$ cat src/rtl/mmu_pkg.sv
// Shared types for the MMU line-request arbiter: FSM state encoding,
// request kind and the round-robin pointer wrap helper.
package mmu_pkg;

  typedef enum logic [1:0] {
    ST_IDLE    = 2'd0,
    ST_BUSY    = 2'd1,
    ST_RELEASE = 2'd2
  } arb_state_e;

  typedef enum logic {
    MMU_REQ_READ  = 1'b0,
    MMU_REQ_WRITE = 1'b1
  } mmu_req_e;

  // Port index following idx, wrapping back to 0 after n-1.
  function automatic int next_ptr(input int idx, input int n);
    if (idx + 1 >= n) begin
      return 0;
    end else begin
      return idx + 1;
    end
  endfunction

endpackage

$ cat src/rtl/arb_pick.sv
// Combinational winner selection: first eligible port at or after i_base,
// searching upward and wrapping modulo NPORTS.
module arb_pick
  import mmu_pkg::*;
#(
  parameter int NPORTS = 2,
  parameter int IW     = (NPORTS > 1) ? $clog2(NPORTS) : 1
) (
  input  logic [NPORTS-1:0] i_elig,
  input  logic [IW-1:0]     i_base,
  output logic [IW-1:0]     o_idx,
  output logic              o_valid
);

  logic          w_found;
  logic [IW-1:0] w_cand;
  int            w_pos;

  // Scan from the base pointer and keep the first hit.
  always_comb begin
    o_idx   = '0;
    w_found = 1'b0;
    w_cand  = '0;
    w_pos   = 0;
    for (int k = 0; k < NPORTS; k++) begin
      w_pos = int'(i_base) + k;
      if (w_pos >= NPORTS) begin
        w_pos = w_pos - NPORTS;
      end else begin
        w_pos = w_pos;
      end
      w_cand = IW'(w_pos);
      if (!w_found && i_elig[w_cand]) begin
        w_found = 1'b1;
        o_idx   = w_cand;
      end else begin
        w_found = w_found;
      end
    end
    o_valid = w_found;
  end

endmodule

$ cat src/rtl/mmu_arbiter.sv
// Arbitrates NPORTS L1 line requests onto a single MMU port (IDLE/BUSY/RELEASE).
// Define MMU_ARBITER_RR_EN for round-robin priority; otherwise lowest index wins.
module mmu_arbiter
  import mmu_pkg::*;
#(
  parameter int NPORTS = 2,
  parameter int ADDR_W = 32,
  parameter int LINE_W = 256,
  localparam int IW    = (NPORTS > 1) ? $clog2(NPORTS) : 1
) (
  input  logic                     sys_clk,
  input  logic                     rst_n,
  input  logic [NPORTS-1:0]        req_read,
  input  logic [NPORTS-1:0]        req_write,
  input  logic [NPORTS*ADDR_W-1:0] req_addr,
  input  logic [NPORTS*LINE_W-1:0] req_wdata,
  output logic [NPORTS-1:0]        port_done,
  output logic [LINE_W-1:0]        port_rdata,
  output logic                     mmu_read,
  output logic                     mmu_write,
  output logic [ADDR_W-1:0]        mmu_addr,
  output logic [LINE_W-1:0]        mmu_wdata,
  input  logic                     mmu_done,
  input  logic [LINE_W-1:0]        mmu_rdata,
  output logic [IW-1:0]            grant_id,
  output logic                     busy
);

  arb_state_e          r_state;
  logic [IW-1:0]       r_grant;
  logic [ADDR_W-1:0]   r_addr;
  logic [LINE_W-1:0]   r_wdata;
  logic                r_mmu_read;
  logic                r_mmu_write;
  logic                r_busy;

  logic [NPORTS-1:0]   w_elig;
  logic [IW-1:0]       w_base;
  logic [IW-1:0]       w_idx;
  logic                w_valid;
  mmu_req_e            w_kind;
  logic                w_finish;
  logic [NPORTS-1:0]   w_done;

  assign w_elig = req_read | req_write;

`ifdef MMU_ARBITER_RR_EN
  logic [IW-1:0] r_base;

  // Pointer to the port with top priority; reset favours port 0.
  always_ff @(posedge sys_clk) begin
    if (!rst_n) begin
      r_base <= '0;
    end else if (r_state == ST_IDLE && w_valid) begin
      r_base <= IW'(next_ptr(int'(w_idx), NPORTS));
    end else begin
      r_base <= r_base;
    end
  end

  assign w_base = r_base;
`else
  assign w_base = '0;
`endif

  arb_pick #(
    .NPORTS (NPORTS),
    .IW     (IW)
  ) u_pick (
    .i_elig  (w_elig),
    .i_base  (w_base),
    .o_idx   (w_idx),
    .o_valid (w_valid)
  );

  // A port raising both read and write is treated as a write.
  assign w_kind   = req_write[w_idx] ? MMU_REQ_WRITE : MMU_REQ_READ;
  assign w_finish = (r_state == ST_BUSY) && mmu_done;

  // Control FSM; latches the winner's request on the grant edge.
  always_ff @(posedge sys_clk) begin
    if (!rst_n) begin
      r_state     <= ST_IDLE;
      r_grant     <= '0;
      r_addr      <= '0;
      r_wdata     <= '0;
      r_mmu_read  <= 1'b0;
      r_mmu_write <= 1'b0;
      r_busy      <= 1'b0;
    end else begin
      case (r_state)
        ST_IDLE: begin
          if (w_valid) begin
            r_state     <= ST_BUSY;
            r_grant     <= w_idx;
            r_addr      <= req_addr[int'(w_idx)*ADDR_W +: ADDR_W];
            r_wdata     <= req_wdata[int'(w_idx)*LINE_W +: LINE_W];
            r_mmu_read  <= (w_kind == MMU_REQ_READ);
            r_mmu_write <= (w_kind == MMU_REQ_WRITE);
            r_busy      <= 1'b1;
          end else begin
            r_state <= ST_IDLE;
          end
        end
        ST_BUSY: begin
          if (mmu_done) begin
            r_state     <= ST_RELEASE;
            r_mmu_read  <= 1'b0;
            r_mmu_write <= 1'b0;
          end else begin
            r_state <= ST_BUSY;
          end
        end
        // One dead cycle so a requester's still-high level is not re-granted.
        ST_RELEASE: begin
          r_state <= ST_IDLE;
          r_busy  <= 1'b0;
        end
        default: begin
          r_state     <= ST_IDLE;
          r_mmu_read  <= 1'b0;
          r_mmu_write <= 1'b0;
          r_busy      <= 1'b0;
        end
      endcase
    end
  end

  // Completion is forwarded in the same cycle the MMU reports it.
  always_comb begin
    w_done = '0;
    if (w_finish) begin
      w_done[r_grant] = 1'b1;
    end else begin
      w_done = '0;
    end
  end

  assign port_done  = w_done;
  assign port_rdata = w_finish ? mmu_rdata : '0;
  assign mmu_read   = r_mmu_read;
  assign mmu_write  = r_mmu_write;
  assign mmu_addr   = r_addr;
  assign mmu_wdata  = r_wdata;
  assign grant_id   = r_grant;
  assign busy       = r_busy;

endmodule

$ cat config.mk
export PLATFORM = sky130hd
export DESIGN_NAME = mmu_arbiter
export DESIGN_NICKNAME = d
export VERILOG_FILES = /design/src/rtl/mmu_pkg.sv /design/src/rtl/arb_pick.sv /design/src/rtl/mmu_arbiter.sv
export SDC_FILE = /design/constraint.sdc
export NUM_CORES = 1
export LEC_CHECK = 0
export ABC_AREA = 1
export CORE_AREA = 2 2 540 542
export DETAILED_ROUTE_END_ITERATION = 12
export DIE_AREA = 0 0 542 544
export PLACE_DENSITY = 0.3
export RECOVER_POWER = 25
export SETUP_SLACK_MARGIN = 0.1
export SYNTH_ARGS = -nofsm -noshare
export SYNTH_HDL_FRONTEND = slang
export SYNTH_HIERARCHICAL = 1
export SYNTH_SLANG_ARGS = --single-unit
$ cat constraint.sdc
create_clock -name sys_clk -period 2.9 [get_ports sys_clk]
set_clock_uncertainty 0.2 [all_clocks]
set_input_delay 0.58 -clock sys_clk [delete_from_list [all_inputs] [get_ports sys_clk]]
set_output_delay 0.58 -clock sys_clk [all_outputs]
set_load 0.01 [all_outputs]
Word level (Yosys, flattened, before mapping)
Cells that the tools add are included.
{"block": "word_totals", "output_inout_bits": 550, "ff_bits": 294, "input_bits": 839, "word_cells": 48}
{"block": "classes", "n_reduce_logical": 8, "n_shift": 2, "order_cmp": 3, "n_eq_ne": 4, "n_bitwise": 4, "n_mux": 20}
{"op": "indexed part select 512 x 10 -> 256 bit", "count": 1}
{"op": "two-way mux 256 bit", "count": 1}
{"op": "indexed part select 64 x 7 -> 32 bit", "count": 1}
{"op": "two-way mux 1 bit", "count": 12}
{"op": "one-hot mux 1 bit (3 select lines)", "count": 2}
{"op": "< comparator 1 x 2 -> 1 bit (second input constant)", "count": 2}
{"op": "two-way mux 2 bit", "count": 2}
{"op": "one-hot mux 2 bit (2 select lines)", "count": 1}
{"op": "AND reduction 2 bit", "count": 2}
{"op": "logical AND 1 bit", "count": 3}
{"op": "NOT 1 bit", "count": 3}
{"op": "AND reduction 3 bit", "count": 1}
{"op": "equality test 2 x 1 -> 1 bit (second input constant)", "count": 1}
{"op": "equality test 2 bit (second input constant)", "count": 1}
{"op": "zero test 2 bit", "count": 1}
{"op": "!= test 2 x 1 -> 1 bit (second input constant)", "count": 1}
{"op": "!= test 2 bit (second input constant)", "count": 1}
{"op": "bitwise OR 2 bit", "count": 1}
{"op": "one-hot mux 1 bit (2 select lines)", "count": 1}
{"op": "demux 1 bit (select 1 bit)", "count": 1}
{"op": "greater-or-equal comparator 1 bit (second input constant)", "count": 1}
{"op": "zero test 1 bit", "count": 1}

Depth between registers and ports, before layout
Gate-level depths: netlist of run 1.
{"block": "depth", "word_depth": 11, "mapped_depth": 11, "ltp_nobuf": 8}

Hierarchy
The synthesis of run 1 kept the hierarchy.
{"mod": "mmu_arbiter", "cells_each": 2757, "seq_area_each_um2": 5885.6, "area_each_um2": 16109.2, "n_inst": 1}
{"mod": "arb_pick", "cells_each": 4, "seq_area_each_um2": 0.0, "area_each_um2": 18.8, "n_inst": 1}

Worst setup path before layout of run 1
OpenSTA, ideal clock, no wires.
{"block": "synth_timing", "kind": "input to register", "start": "input port req_write[1]", "end": "register r_wdata[242], in the netlist mmu_wdata[242]", "required_time_ns": 2.568, "setup_time_ns": 0.132, "path_slack_ns": 0.766, "stages": 9, "arrival_time_ns": 1.802, "n_path_buf": 3, "cell_sequence": "or2_2 -> or2_1 -> nand3_2 -> inv_2 -> buf_4 -> buf_4 -> buf_4 -> nand2_1 -> a21oi_1"}
{"block": "synth_via", "elab_chain_cells": 4, "word_cells_on_any_way": 6, "classes_between": "shift: 1; mux: 2; bitwise: 1; reduce/logical: 2"}
{"item": "from (decl)", "line_no": "mmu_arbiter.sv:14", "text": "input logic [NPORTS-1:0] req_write,"}
{"item": "bitwise OR 2 bit", "line_no": "mmu_arbiter.sv:45", "text": "assign w_elig = req_read | req_write;"}
{"item": "logical AND 1 bit", "line_no": "arb_pick.sv:33", "text": "if (!w_found && i_elig[w_cand]) begin"}
{"item": "two-way mux 1 bit", "line_no": "arb_pick.sv:33"}
{"item": "net w_valid", "line_no": "mmu_arbiter.sv:40", "text": "logic w_valid;"}
{"item": "AND reduction 2 bit (no source line)"}
{"item": "to (signal assigned)", "line_no": "mmu_arbiter.sv:97", "text": "r_wdata <= req_wdata[int'(w_idx)*LINE_W +: LINE_W];"}
{"item": "to (decl)", "line_no": "mmu_arbiter.sv:32", "text": "logic [LINE_W-1:0] r_wdata;"}
The timed path passes the listed nets, and every way through them passes these cells.
A chain may end at the register's enable or synchronous reset.

Worst setup path after layout of run 1
{"block": "layout_timing", "start": "register r_state[1]", "end": "output port port_rdata[231]"}
{"block": "layout_via", "elab_chain_cells": 3}
{"item": "from (decl)", "line_no": "mmu_arbiter.sv:29", "text": "arb_state_e r_state;"}
{"item": "from (signal assigned)", "line_no": "mmu_arbiter.sv:83", "text": "r_state <= ST_IDLE;"}
{"item": "from (signal assigned)", "line_no": "mmu_arbiter.sv:94", "text": "r_state <= ST_BUSY;"}
{"item": "from (signal assigned)", "line_no": "mmu_arbiter.sv:102", "text": "r_state <= ST_IDLE;"}
{"item": "equality test 2 x 1 -> 1 bit", "line_no": "mmu_arbiter.sv:78", "text": "assign w_finish = (r_state == ST_BUSY) && mmu_done;"}
{"item": "logical AND 1 bit", "line_no": "mmu_arbiter.sv:78"}
{"item": "two-way mux 256 bit", "line_no": "mmu_arbiter.sv:140", "text": "assign port_rdata = w_finish ? mmu_rdata : '0;"}
{"item": "to (decl)", "line_no": "mmu_arbiter.sv:18", "text": "output logic [LINE_W-1:0] port_rdata,"}
Every way passes these cells.

==> flow_summary.ini, run 1 <==
[floorplan]
fp-row-count = 198
start_util_pct = 5.574
coreArea_um2 = 289400
die_y_um = 544
die-area_um2 = 294800
die_w_um = 542
pin_count = 1389

[detailed_routing]
vias = 23456
drt_first_pass_iters = 5
wire_per_inst_um = 26.19
drt_iter0_markers = 910
totalWireLength_um = 211200
drtAntennaViolNets = 0
drt-vias-per-instance = 2.908
drc = 0

[setup_path]
cp-start-kind = register
critPathMostFrequentCell = buf_4
cp_max_fo = 24
reg2reg_from = r_state[0]$_SDFF_PN0_
arrival_ns = 1.99
worstSetupStartpoint = r_state[1]$_SDFF_PN0_
cpPeakStageDelay_ns = 0.36
critPathSlowestCell = dfxtp_1
crit_type = register to primary output
crit_required_ns = 2.12
crit_chain = inv_4 -> nand3_4 -> buf_12 -> buf_12 -> buf_4 -> nor2_1 -> buf_4 -> buf_4
worst_setup_path_end_kind = primary output

[yosys]
synth_area_per_cell_um2 = 5.841
yosys_warnings = 6
synth_cells = 2761
synth_nets = 3600
ys_ff_latch = 294
synth_cell_type_count = 17
syn-cell-area_um2 = 16130
ys_seq_area_share_pct = 36.49

[run]
maxCapViolCount = 0

[pwr]
power_mw = 16.60
p_clk_share_pct = 37.6
seqPwrFrac_pct = 28.2
internal-power_mw = 10.88
leakage_nw = 16.31
netSwitchingPower_mw = 5.726
ir_drop_mv = 0.3374
power_per_cell_area_nw_per_um2 = 440.3
p_sw_share_pct = 34.49
combPwrFrac_pct = 34.3

[cells_and_area]
layout-drive-gt1-share_pct = 9.300
postLayoutCoreUtil_pct = 13.03
regArea_um2 = 5889
multi_input_area_um2 = 7431
syn_to_final_growth_pct = 133.8
final_nets = 5019
layout_commonest_cell = clkdlybuf4s50_1
nFillCells = 33607
final_cell_mix = clkdlybuf4s50_1 (1083), nand2_1 (873), inv_1 (550)

[placement]
place_congestion = 0.9316
dp_hpwl_um = 189600
portBuffers = 1388

[min_path]
hold_start = mmu_addr[21]$_SDFFE_PN0P_
hold_class = register to register

[clock_network]
cts_sinks = 294
cts_root_buf = clkbuf_16
clk_pin_slew_ns = 0.07
hold_buffers = 0
htreeDepth = 2
clockBufferDepth = 3
cts_inserted_buffers = 46
tritoncts = built
insertion_delay_ns = 0.62

[timing]
tightest_slew_ns = 1.061
relSlewSlack_pct = 29.12
rsz0062_at_grt = true
fin_crit_sh_pct = 95.53
slew_violations = 0
finalSetupViolCount = 0
period_minus_slack_ns = 2.770
max_freq_ghz = 0.3609
hold_violations = 0

[global_route]
grt_pass1_vias = 23869
grt_max_degree = 65
antenna_found_initial = 201
grt_pass1_wl_um = 262100
grt.total_usage_pct = 13.75
grt-ovfl-total = 0

[run_status]
run_status = completed
## state kept, by name, summed over array words and instances (netlist names)
name       flops
mmu_wdata    256
mmu_addr      32
r_state        2
busy           1
grant_id       1
mmu_read       1
mmu_write      1
## path summary, 6_finish.rpt
check                         endpoint  slack (ns)  cells past startpoint
max                    port_rdata[231]        0.13                      8
min          mmu_addr[21]$_SDFFE_PN0P_        0.26                      2
max reg2reg     mmu_write$_SDFFE_PN0P_        0.75                      9
min reg2reg  mmu_addr[21]$_SDFFE_PN0P_        0.26                      2
## worst max-delay path, delay by kind of cell (launching register included)
kind | cells | cell delay [ns]
buffers and inverters | 6 | 0.83
flip-flops | 1 | 0.36
AND/OR/NAND/NOR | 2 | 0.10
## cells in the mapped netlist (all sizes together)
cell type	number	area share, %
nand2	873	20
inv	553	13
a21oi	294	9.1
dfxtp	294	36
o21ai	290	9.0
nor2	261	6.1
buf	114	4.1
clkbuf	74	1.7
nand3	3	0.12
or2	3	0.12
clkinv	1	0.023
conb	1	0.023
## kinds of logic after synthesis
family	synth area share, %
simple gates	26.63
buf+inv	18.73
compound gates	18.12
flops	36.49
other cells	0.02325
## metal layers
metal | vias to the layer above | track usage, % | share of wire (%)
met3 | 335 | 7.261 | 12
met1 | 10638 | 15.20 | 39
li1 | 11136 | - | -
met5 | - | 0 | 0.45
met2 | 1197 | 23.06 | 46
met4 | 150 | 3.303 | 2.9
## metrics by stage
stage / instances / instance area, um2 / hold WS (ns) / TNS, ns / worst slack, ns
after floorplan: 2761 / 16130 / 0.2829 / 0 / 0.7658
after global placement: 7929 / 36150 / 0.2484 / -70.14 / -0.4793
after detailed placement: 7929 / 36150 / 0.2514 / -71.92 / -0.4692
after CTS: 8015 / 37800 / 0.2567 / 0 / 0.04776
after global routing: 8020 / 37600 / 0.2797 / 0 / 0.01629
final: 8065 / 37710 / 0.2617 / 0 / 0.1295
## repair_timing
action / 4_1_cts / 5_1_grt
setup endpoints to repair: 260 / 69
gates resized for setup: 287 / 22
setup buffers: 2 / 0
gates cloned: 1 / 0
## cell type report
class                           instances  area share [%]
Timing Repair Buffer                 1559           41.82
Tap cell                             3800           12.61
Multi-Input combinational cell       1725           19.71
Clock buffer                           62           3.504
Clock inverter                         21          0.8594
Sequential cell                       294           15.62
Antenna cell                           50          0.3318
Inverter                              554           5.551
## power groups by stage
stage          registers [mW]  logic, mW  clock network (mW)
2_1_floorplan            4.88       1.57                   0
3_3_place_gp             4.76       6.01                   0
3_5_place_dp             4.76       5.99                   0
4_1_cts                  4.68       5.99                6.59
5_1_grt                  4.72       6.16                6.66
6_report                 4.68       5.69                6.24
Power figures use the tool's default switching activity.
==> run 2, diff against run 1 <==
--- a/config.mk
+++ b/config.mk
@@ -12,6 +12,7 @@
 export PLACE_DENSITY = 0.3
 export RECOVER_POWER = 25
 export SETUP_SLACK_MARGIN = 0.1
+export SLEW_MARGIN = 20
 export SYNTH_ARGS = -nofsm -noshare
 export SYNTH_HDL_FRONTEND = slang
 export SYNTH_HIERARCHICAL = 1
==> results of run 2 <==
The final DEF is identical to that of run 1; final timing and power are the same.
